===== config.mk =====
export PLATFORM = sky130hd
export DESIGN_NAME = alu_issue_decoder
export DESIGN_NICKNAME = d
export VERILOG_FILES = /design/src/rtl/alu_issue_decoder.sv
export SDC_FILE = /design/constraint.sdc
export NUM_CORES = 1
export LEC_CHECK = 0
export CORE_MARGIN = 3
export CORE_UTILIZATION = 52
export CTS_BUF_LIST = sky130_fd_sc_hd__clkbuf_4
export DETAILED_ROUTE_END_ITERATION = 8
export GPL_TIMING_DRIVEN = 0
export PLACE_DENSITY = 0.84
export SETUP_SLACK_MARGIN = 0.05
export SLEW_MARGIN = 20
export SYNTH_ARGS = -nofsm -noshare
export SYNTH_HDL_FRONTEND = slang
export SYNTH_SLANG_ARGS = --single-unit
export TNS_END_PERCENT = 30

===== constraint.sdc =====
create_clock -name clk -period 3.7 [get_ports clk]
set_input_delay 0.37 -clock clk [delete_from_list [all_inputs] [get_ports clk]]
set_output_delay 0.37 -clock clk [all_outputs]
set_load 0.005 [all_outputs]

===== src/rtl/alu_issue_decoder.sv =====
`default_nettype none
// ============================================================================
// Module   : alu_issue_decoder
// Purpose  : Registered decode-and-issue stage in front of the integer ALU.
//            Decodes RV32I OP / OP-IMM (and optionally LUI / AUIPC) into an
//            ALU enable, an ALU_OP_* code and A/B operands, then queues the
//            result in a 2-entry skid buffer so the ALU side can stall
//            without a combinational ready path back to the producer.
// Ports    : clk, rst_n (sync, active-low), flush (drop all buffered entries)
//            in_valid/in_ready, instr, pc, rs1_val, rs2_val   - issue side
//            out_valid/out_ready, alu_e, alu_op, alu_a, alu_b,
//            rd, illegal                                      - ALU side
// Config   : `define ALU_ISSUE_UPPER_IMM_EN to decode LUI / AUIPC; when
//            undefined both are illegal and pc is ignored.
// Revision : 1.0 - initial release
// ============================================================================
module alu_issue_decoder #(
    parameter int DATA_WIDTH = 32
) (
    input  logic                  clk,
    input  logic                  rst_n,
    input  logic                  flush,
    input  logic                  in_valid,
    output logic                  in_ready,
    input  logic [31:0]           instr,
    input  logic [DATA_WIDTH-1:0] pc,
    input  logic [DATA_WIDTH-1:0] rs1_val,
    input  logic [DATA_WIDTH-1:0] rs2_val,
    output logic                  out_valid,
    input  logic                  out_ready,
    output logic                  alu_e,
    output logic [5:0]            alu_op,
    output logic [DATA_WIDTH-1:0] alu_a,
    output logic [DATA_WIDTH-1:0] alu_b,
    output logic [4:0]            rd,
    output logic                  illegal
);

    // ALU operation codes (IntegerBasicALU_OpCodes.vh encoding)
    localparam logic [5:0] c_ALU_OP_PLUS            = 6'd1;
    localparam logic [5:0] c_ALU_OP_SUB             = 6'd2;
    localparam logic [5:0] c_ALU_OP_SHIFT_LEFT      = 6'd3;
    localparam logic [5:0] c_ALU_OP_SHIFT_RIGHT     = 6'd4;
    localparam logic [5:0] c_ALU_OP_SHIFT_RIGHT_A   = 6'd5;
    localparam logic [5:0] c_ALU_OP_SET_LESS_THAN   = 6'd6;
    localparam logic [5:0] c_ALU_OP_SET_LESS_THAN_U = 6'd7;
    localparam logic [5:0] c_ALU_OP_XOR             = 6'd8;
    localparam logic [5:0] c_ALU_OP_OR              = 6'd9;
    localparam logic [5:0] c_ALU_OP_AND             = 6'd10;

    localparam logic [6:0] c_OPC_OP     = 7'b0110011;
    localparam logic [6:0] c_OPC_OP_IMM = 7'b0010011;
    localparam logic [6:0] c_OPC_LUI    = 7'b0110111;
    localparam logic [6:0] c_OPC_AUIPC  = 7'b0010111;
    localparam logic [6:0] c_F7_ZERO    = 7'b0000000;
    localparam logic [6:0] c_F7_ALT     = 7'b0100000;

    typedef struct packed {
        logic                  illegal;
        logic [4:0]            rd;
        logic [5:0]            op;
        logic [DATA_WIDTH-1:0] a;
        logic [DATA_WIDTH-1:0] b;
    } entry_t;

    // ------------------------------------------------------------------
    // Decode
    // ------------------------------------------------------------------
    logic [6:0]            w_opcode;
    logic [2:0]            w_funct3;
    logic [6:0]            w_funct7;
    logic [DATA_WIDTH-1:0] w_imm_i;
    logic [DATA_WIDTH-1:0] w_imm_u;
    logic [DATA_WIDTH-1:0] w_shamt_r;
    logic [DATA_WIDTH-1:0] w_shamt_i;
    logic                  w_illegal;
    logic [5:0]            w_op;
    logic [DATA_WIDTH-1:0] w_a;
    logic [DATA_WIDTH-1:0] w_b;
    entry_t                w_new;

    assign w_opcode  = instr[6:0];
    assign w_funct3  = instr[14:12];
    assign w_funct7  = instr[31:25];
    assign w_imm_i   = DATA_WIDTH'($signed(instr[31:20]));
    assign w_imm_u   = DATA_WIDTH'($signed({instr[31:12], 12'b0}));
    // The ALU shifts by the whole B operand, so shift amounts are masked
    // down to 5 bits here.
    assign w_shamt_r = DATA_WIDTH'(rs2_val[4:0]);
    assign w_shamt_i = DATA_WIDTH'(instr[24:20]);

    always_comb begin
        w_illegal = 1'b1;
        w_op      = '0;
        w_a       = '0;
        w_b       = '0;
        case (w_opcode)
            c_OPC_OP: begin
                w_a       = rs1_val;
                w_b       = rs2_val;
                w_illegal = (w_funct7 != c_F7_ZERO);
                case (w_funct3)
                    3'b000: begin
                        w_op      = (w_funct7 == c_F7_ALT) ? c_ALU_OP_SUB : c_ALU_OP_PLUS;
                        w_illegal = (w_funct7 != c_F7_ZERO) && (w_funct7 != c_F7_ALT);
                    end
                    3'b001: begin
                        w_op = c_ALU_OP_SHIFT_LEFT;
                        w_b  = w_shamt_r;
                    end
                    3'b010: w_op = c_ALU_OP_SET_LESS_THAN;
                    3'b011: w_op = c_ALU_OP_SET_LESS_THAN_U;
                    3'b100: w_op = c_ALU_OP_XOR;
                    3'b101: begin
                        w_op      = (w_funct7 == c_F7_ALT) ? c_ALU_OP_SHIFT_RIGHT_A
                                                           : c_ALU_OP_SHIFT_RIGHT;
                        w_b       = w_shamt_r;
                        w_illegal = (w_funct7 != c_F7_ZERO) && (w_funct7 != c_F7_ALT);
                    end
                    3'b110: w_op = c_ALU_OP_OR;
                    default: w_op = c_ALU_OP_AND;
                endcase
            end
            c_OPC_OP_IMM: begin
                w_a       = rs1_val;
                w_b       = w_imm_i;
                w_illegal = 1'b0;
                case (w_funct3)
                    3'b000: w_op = c_ALU_OP_PLUS;
                    3'b001: begin
                        w_op      = c_ALU_OP_SHIFT_LEFT;
                        w_b       = w_shamt_i;
                        w_illegal = (instr[31:25] != 7'b0);
                    end
                    3'b010: w_op = c_ALU_OP_SET_LESS_THAN;
                    3'b011: w_op = c_ALU_OP_SET_LESS_THAN_U;
                    3'b100: w_op = c_ALU_OP_XOR;
                    3'b101: begin
                        w_op      = (instr[30]) ? c_ALU_OP_SHIFT_RIGHT_A : c_ALU_OP_SHIFT_RIGHT;
                        w_b       = w_shamt_i;
                        // instr[25] would be shamt[5] on RV64; always illegal here
                        w_illegal = instr[25] ||
                                    ((instr[31:26] != 6'b000000) && (instr[31:26] != 6'b010000));
                    end
                    3'b110: w_op = c_ALU_OP_OR;
                    default: w_op = c_ALU_OP_AND;
                endcase
            end
`ifdef ALU_ISSUE_UPPER_IMM_EN
            c_OPC_LUI: begin
                w_op      = c_ALU_OP_PLUS;
                w_b       = w_imm_u;
                w_illegal = 1'b0;
            end
            c_OPC_AUIPC: begin
                w_op      = c_ALU_OP_PLUS;
                w_a       = pc;
                w_b       = w_imm_u;
                w_illegal = 1'b0;
            end
`endif
            default: w_illegal = 1'b1;
        endcase
        // Illegal entries carry only rd; everything else is forced to zero.
        if (w_illegal) begin
            w_op = '0;
            w_a  = '0;
            w_b  = '0;
        end
    end

`ifndef ALU_ISSUE_UPPER_IMM_EN
    // pc and the U-immediate-only bits feed nothing in this build.
    logic w_unused_upper_imm;
    assign w_unused_upper_imm = ^{pc, w_imm_u, c_OPC_LUI, c_OPC_AUIPC};
`endif

    assign w_new = '{illegal: w_illegal, rd: instr[11:7], op: w_op, a: w_a, b: w_b};

    // ------------------------------------------------------------------
    // Two-entry skid buffer; r_slot0 is always the head.
    // ------------------------------------------------------------------
    logic [1:0] r_count;
    logic       r_in_ready;
    entry_t     r_slot0;
    entry_t     r_slot1;
    logic       w_push;
    logic       w_pop;
    logic [1:0] w_count_nxt;

    // in_ready is only ever 1 when occupancy <= 1, so a push never
    // targets a full buffer.
    assign w_push      = in_valid && r_in_ready;
    assign w_pop       = (r_count != 2'd0) && out_ready;
    assign w_count_nxt = flush ? 2'd0
                               : (r_count + {1'b0, w_push} - {1'b0, w_pop});

    always_ff @(posedge clk) begin
        if (!rst_n) begin
            r_count    <= 2'd0;
            r_in_ready <= 1'b1;
            r_slot0    <= '0;
            r_slot1    <= '0;
        end else begin
            r_count    <= w_count_nxt;
            r_in_ready <= (w_count_nxt != 2'd2);
            if (!flush) begin
                case ({w_push, w_pop})
                    2'b11: begin
                        if (r_count == 2'd1) begin
                            r_slot0 <= w_new;
                        end else begin
                            r_slot0 <= r_slot1;
                            r_slot1 <= w_new;
                        end
                    end
                    2'b10: begin
                        if (r_count == 2'd0) r_slot0 <= w_new;
                        else                 r_slot1 <= w_new;
                    end
                    2'b01:   r_slot0 <= r_slot1;
                    default: ;
                endcase
            end
        end
    end

    // Data outputs are gated so an empty buffer presents all zeros.
    entry_t w_head;
    assign out_valid = (r_count != 2'd0);
    assign w_head    = out_valid ? r_slot0 : '0;
    assign in_ready  = r_in_ready;
    assign alu_e     = out_valid && !w_head.illegal;
    assign alu_op    = w_head.op;
    assign alu_a     = w_head.a;
    assign alu_b     = w_head.b;
    assign rd        = w_head.rd;
    assign illegal   = w_head.illegal;

endmodule
`default_nettype wire


==> results of run 1 <==
==> where the power goes <==
| part | switching, mW | total, mW | internal (mW) |
|---|---|---|---|
| logic | 0.480 | 0.778 | 0.298 |
| registers | 0.0253 | 1.70 | 1.67 |
| clock network | 0.627 | 1.22 | 0.594 |
==> sequential cells by signal, summed over array words and instances (netlist names) <==
signal / cells
r_slot1: 74
r_slot0: 74
r_count: 2
in_ready: 1
==> logic make-up after synthesis <==
kind of cell	synth area share, %
AOI/OAI and AO/OA	27.87
xor gates and xnor gates	0.3042
adders and majority gates	0.7242
buffers and inverters	7.010
DFF	34.99
muxes	1.593
other	0.04341
and+or+nand+nor	27.46
==> area by class of cell <==
class | count | area (sq um) | share of cell area [%]
plain buffers | 123 | 575.6 | 5.253
multi-input cells | 934 | 5014 | 45.76
inverters | 7 | 26.28 | 0.2398
repair buffers | 171 | 1712 | 15.62
flip-flops and latches | 151 | 3023 | 27.59
well taps | 216 | 270.3 | 2.467
clock inverters | 15 | 209.0 | 1.907
clock buffers | 17 | 127.6 | 1.165
==> metal layers <==
layer,global-route usage (%),vias up
li1,-,4631
met1,40.22,4488
met2,48.86,595
met3,5.849,60
met4,11.20,0
met5,0,-
==> worst max-delay path by stage <==
| stage | startpoint | to | slack (ns) | cells past startpoint |
|---|---|---|---|---|
| 3_5_place_dp | r_count[1]$_SDFF_PN0_ | r_slot1[27]$_SDFFE_PN0P_ | 0.17 | 12 |
| 4_1_cts | r_count[1]$_SDFF_PN0_ | r_slot1[27]$_SDFFE_PN0P_ | 0.14 | 12 |
| 2_1_floorplan | r_count[0]$_SDFF_PN0_ | r_slot0[22]$_SDFFE_PN0P_ | 1.08 | 11 |
| 3_3_place_gp | r_count[1]$_SDFF_PN0_ | r_slot1[28]$_SDFFE_PN0P_ | 0.31 | 12 |
| 5_1_grt | r_count[1]$_SDFF_PN0_ | r_slot1[4]$_SDFFE_PN0P_ | 0.10 | 11 |
| 6_report | r_count[1]$_SDFF_PN0_ | r_slot1[27]$_SDFFE_PN0P_ | 0.32 | 11 |
==> worst max-delay path, stage by stage (launching register included) <==
cell and delay [ns]:
dfxtp_1 0.47, or2_2 0.34, and2_1 0.24, inv_1 0.08, ha_1 0.26, mux2i_1 0.19, o221a_2 0.21, clkbuf_1 0.38
buf_2 0.38, buf_1 0.42, nand3_1 0.14, a21oi_1 0.18
==> stage by stage <==
| stage | cells | hold slack (ns) |
|---|---|---|
| after CTS | 1635 | 0.2982 |
| after global routing | 1634 | 0.3707 |
| final | 1634 | 0.3285 |
| after floorplan | 1216 | 0.4113 |
| after global placement | 1603 | 0.4269 |
| after detailed placement | 1603 | 0.4352 |
==> placed cells by master, fill, tap and decap left out, types with 3 or more instances in the layout <==
master and count:
a211oi_2 19, clkdlybuf4s50_1 171, o21ai_1 10, nand2b_1 4, bufinv_16 5, inv_1 6
buf_2 16, o31a_1 6, clkinv_2 3, buf_4 9, clkbuf_1 83, a22oi_1 7
a2bb2oi_1 6, buf_1 7, nand2_1 288, dfxtp_1 151, a311oi_1 28, nand3_1 70
o21ai_0 39, clkinv_1 3, ha_1 5, a31oi_1 92, mux2_2 6, buf_6 8
clkbuf_4 17, nor2_1 50, and3_1 6, a21oi_1 155, mux2i_1 7, and2_1 97
a211oi_1 8
==> flow_summary.yaml, run 1 <==
status:
  outcome: "completed"
floorplanning:
  die_h_microns: 134.9
  start_util_pct: 53.79
  rows: 46
  ioPinCount: 212
  die_area_sq_um: 18190
  coreArea_sq_um: 16060
  die_w_microns: 134.9
timing:
  finalMaxSlewViolations: 0
  setup_violations: 0
  tightest_slew_ns: 0.7840
  fin_tns_setup_ns: 0
  fin_skew_ns: 0.01761
  max_freq_mhz: 295.5
  timing.final.crit_period_ns: 3.384
  slew_headroom_pct: 47.73
  hold_viol_final: 0
  finalCritPeriodShare_pct: 91.46
  setup_slack_ns: 0.3161
  rsz0062_at_grt: "false"
critical_path:
  path_max_fanout: 14
  r2r-start: "r_count[1]$_SDFF_PN0_"
  criticalPathCategory: "flip-flop to flip-flop"
  cp-end-kind: "flip-flop"
  r2r_slack_ns: 0.32
  r2r_cells: 11
  start_kind: "flip-flop"
  worstReg2RegEnd: "r_slot1[27]$_SDFFE_PN0P_"
  cp.required_ns: 4.20
  arrival_ns: 3.88
routing:
  drt_iter0_markers: 1102
  drc_errors: 0
  vias: 9774
  postRouteAntennaNets: 0
  wirelength_microns: 28140
  met2WireLength_microns: 13090
  wl_per_cell_microns: 17.22
  wirelength_met1_microns: 11470
  dr.pass1.iters: 6
  dr_wl_met3_microns: 2919
  dr.max_layer_used: "met4"
  viasPerCell: 5.982
yosys:
  ys_seq_area_share_pct: 34.99
  yosysMostFrequentCell: "nand2_1"
  avgSynthCellArea_sq_um: 7.110
  ys_seq_elements: 151
  synthFlopType: "dfxtp_1"
  synth_area_sq_um: 8638
  synth.distinct_cells: 52
  synth-edff-count: 0
  synth_warnings: 0
  synth_top_area_share_pct: 34.99
  synthTopCellsByArea: "dfxtp_1 (35%), nand2_1 (13%), a21oi_1 (9.0%)"
  syn_inst: 1215
  async_reset_ff_share_pct: 0
  synthTopCellsByCount: "nand2_1 (288), a21oi_1 (155), dfxtp_1 (151), and2_1 (97), a31oi_1 (92)"
  synth_top_area_cell: "dfxtp_1"
clock_tree:
  clk_pin_slew_ns: 0.13
  ctsRootBufferMaster: "clkbuf_4"
  cts_tree: "done"
  post_cts_buffers: 0
  hold_buffers: 0
  cts.sinks: 151
  cts_max_path_buffers: 2
  cts_resized: 0
  cts_max_level: 4
  numCtsBuffers: 17
  clock_latency_ns: 0.57
hold_path:
  hp-start: "instr[12]"
  min_path_type: "input pin to flip-flop"
  hold_path_end: "r_slot1[65]$_SDFFE_PN0P_"
  hold_depth: 5
power_and_ir_drop:
  power_mw: 3.699
  p_leak_nw: 3.908
  p_per_area_nw_per_um2: 337.6
  irDropWorstVdd_v: 0.0002063
global_route:
  antenna_found_initial: 0
  grt_remaining_overflow: 0
  grt_max_degree: 17
  grt_pass1_wl_microns: 45030
  grt_pass1_vias: 8899
  grt.total_usage_pct: 30.22
finish:
  fill_cells: 1379
  fin_nets: 1543
  antenna-diode-count: 0
  postLayoutCoreUtil_pct: 68.23
  final_cell_area_sq_um: 10960
  drive_gt1_share_pct: 6.488
  area_growth_pct: 26.84
placed_design:
  dp_hpwl_microns: 20220
  io_buffers: 171
  dpl-instance-area_sq_um: 10620
  gp_congestion: 0.8818
  dp_slack_ns: 0.1681
run:
  cap_violations: 0
Power figures use the tool's default switching activity.
==> inputs of run 2 (changes only) <==
--- a/config.mk
+++ b/config.mk
@@ -5,6 +5,7 @@
 export SDC_FILE = /design/constraint.sdc
 export NUM_CORES = 1
 export LEC_CHECK = 0
+export CAP_MARGIN = 20
 export CORE_MARGIN = 3
 export CORE_UTILIZATION = 52
 export CTS_BUF_LIST = sky130_fd_sc_hd__clkbuf_4
==> results of run 2 <==
The final DEF is identical to that of run 1; final timing and power are the same.
==> inputs of run 3 (changes only) <==
--- a/config.mk
+++ b/config.mk
@@ -10,7 +10,6 @@
 export CORE_UTILIZATION = 52
 export CTS_BUF_LIST = sky130_fd_sc_hd__clkbuf_4
 export DETAILED_ROUTE_END_ITERATION = 8
-export GPL_TIMING_DRIVEN = 0
 export PLACE_DENSITY = 0.84
 export SETUP_SLACK_MARGIN = 0.05
 export SLEW_MARGIN = 20
==> constraint.sdc (replaced) <==
create_clock -name clk -period 3.5 [get_ports clk]
set_input_delay 0.35 -clock clk [delete_from_list [all_inputs] [get_ports clk]]
set_output_delay 0.35 -clock clk [all_outputs]
set_load 0.005 [all_outputs]
==> run 3 against run 2 <==
Net effect: sequential cell count unchanged; largest power group unchanged; critical path type unchanged; critical endpoint is now r_slot0[60]$_SDFFE_PN0P_; highest routed layer unchanged; register-to-register slack hardly changed; first-iteration DRC count decreased by 14%.
==> flow_summary.yaml, run 3 (synthesized netlist as in run 1, its figures left out) <==
timing:
  finalMaxSlewViolations: 0
  setup_violations: 0
  fin_skew_ns: 0.02025
  hold_viol_final: 0
  finalCritPeriodShare_pct: 90.94
  tightest_slew_ns: 0.9536
  max_freq_mhz: 314.2
  slew_headroom_pct: 36.43
  timing.final.crit_period_ns: 3.183
  rsz0062_at_grt: "false"
  fin_tns_setup_ns: 0
finish:
  final_cell_area_sq_um: 10670
  antenna-diode-count: 0
  drive_gt1_share_pct: 6.943
  layout_common_cells: "nand2_1 (287), clkdlybuf4s50_1 (171), a21oi_1 (154), dfxtp_1 (151), and2_1 (96)"
  layout_commonest_cell: "nand2_1"
  area_growth_pct: 23.48
  reg.largest.list: "r_slot0 (74), r_slot1 (74), r_count (2)"
  fin_nets: 1451
power_and_ir_drop:
  power_frac_seq_pct: 48.9
  p_sw_share_pct: 30.15
  p_comb_share_pct: 21.5
  switching_power_mw: 1.109
  p_leak_nw: 3.775
  internal_power_mw: 2.569
  irDropWorstVdd_v: 0.0002076
  p_per_area_nw_per_um2: 344.8
  p_clk_share_pct: 29.6
placed_design:
  io_buffers: 172
  gp_congestion: 0.8131
  dp_hpwl_microns: 15570
  dpl-instance-area_sq_um: 10390
hold_path:
  min_path_type: "input pin to flip-flop"
  hp-start: "instr[11]"
clock_tree:
  cts.sinks: 151
  hold_buffers: 0
  post_cts_buffers: 0
  cts_max_level: 4
  clk_pin_slew_ns: 0.12
  ctsRootBufferMaster: "clkbuf_4"
  cts_max_path_buffers: 2
  numCtsBuffers: 17
  cts_tree: "done"
  cts_resized: 0
  clock_latency_ns: 0.57
routing:
  postRouteAntennaNets: 0
  dr.pass1.iters: 6
  wl_per_cell_microns: 16.38
  drt_iter0_markers: 944
  drc_errors: 0
  viasPerCell: 6.023
  wirelength_microns: 25250
  vias: 9282
critical_path:
  max_stage_delay_ns: 0.39
  cpMaxStageDelayCell: "nand2_2"
  start_kind: "flip-flop"
  path_cells: "buf_4, or2_2, and2_1, inv_1, ha_1, o21ai_0, and2_0, nand2_2, buf_4, nor2_1, a31oi_1, o21ai_0"
  arrival_ns: 3.64
  cp-startpoint: "r_count[1]$_SDFF_PN0_"
  cp.required_ns: 3.95
  cp_top_family: "simple AND/OR/NAND/NOR gates"
  cp-end-kind: "flip-flop"
  path_max_fanout: 18
  cp.buffers_inverters: 3
  criticalPathCategory: "flip-flop to flip-flop"
  r2r-start: "r_count[1]$_SDFF_PN0_"
global_route:
  grt_remaining_overflow: 0
  grt_max_degree: 82
  grt_pass1_vias: 8581
  grt_pass1_wl_microns: 40740
  grt.total_usage_pct: 26.94
  antenna_found_initial: 0
run:
  cap_violations: 0
floorplanning:
  ioPinCount: 212
  die_area_sq_um: 18190
  die_h_microns: 134.9
  start_util_pct: 53.79
  coreArea_sq_um: 16060
  rows: 46
  die_w_microns: 134.9
status:
  outcome: "completed"
[run 3: cell types whose count changed in the layout (fill, tap and decap cells not counted), sizes merged]
cell | before | now
bufinv | 5 | 3
clkinv | 8 | 9
clkbuf | 100 | 18
buf | 40 | 31
clkinvlp | 2 | 1
[run 3: cell type report]
type                       count  area, sq um
fill                        1362         5391
multi-input combinational    934         5070
sequential                   151         3023
timing repair buffer         202         2004
tap                          216        270.3
clock inverter                13        137.6
clock buffer                  18        135.1
inverter                       7        26.28
[run 3: tightest hold or removal path, cell delays in order]
cell             delay [ns]
clkdlybuf4s50_1        0.42
nand2_1                0.07
a21oi_1                0.05
[run 3: power groups by stage]
| stage | Clock (mW) | Sequential [mW] | Combinational, mW |
|---|---|---|---|
| floorplan | 0 | 1.83 | 0.479 |
| global placement | 0 | 1.83 | 0.763 |
| detailed placement | 0 | 1.83 | 0.779 |
| CTS | 1.10 | 1.80 | 0.784 |
| global route | 1.17 | 1.80 | 0.867 |
| finish | 1.09 | 1.80 | 0.792 |
[run 3: final timing paths]
check             cells past startpoint  slack, ns                  endpoint
setup / recovery                     12       0.32  r_slot0[60]$_SDFFE_PN0P_
hold / removal                        3       0.37  r_slot1[74]$_SDFFE_PN0P_
setup reg to reg                     12       0.32  r_slot0[60]$_SDFFE_PN0P_
hold reg to reg                       2       0.45  r_slot0[49]$_SDFFE_PN0P_
[run 3: per-stage QoR]
stage               utilization [%]  hold WS (ns)  worst slack [ns]  std cells  power (mW)
detailed placement            64.73        0.4340            0.3142       1510       2.613
CTS                           66.43        0.3355            0.3074       1541       3.682
global route                  66.43        0.3445           0.09801       1541       3.840
floorplan                         -        0.4113            0.8776       1216       2.304
finish                        66.43        0.3733            0.3172       1541       3.678
global placement              64.73        0.4268            0.3736       1510       2.596
[run 3: metal layers]
metal | global-route usage (%) | wire, microns
met5 | 0 | 0
met4 | 8.654 | 357
met3 | 5.589 | 2321
met2 | 44.33 | 11910
met1 | 35.54 | 10660
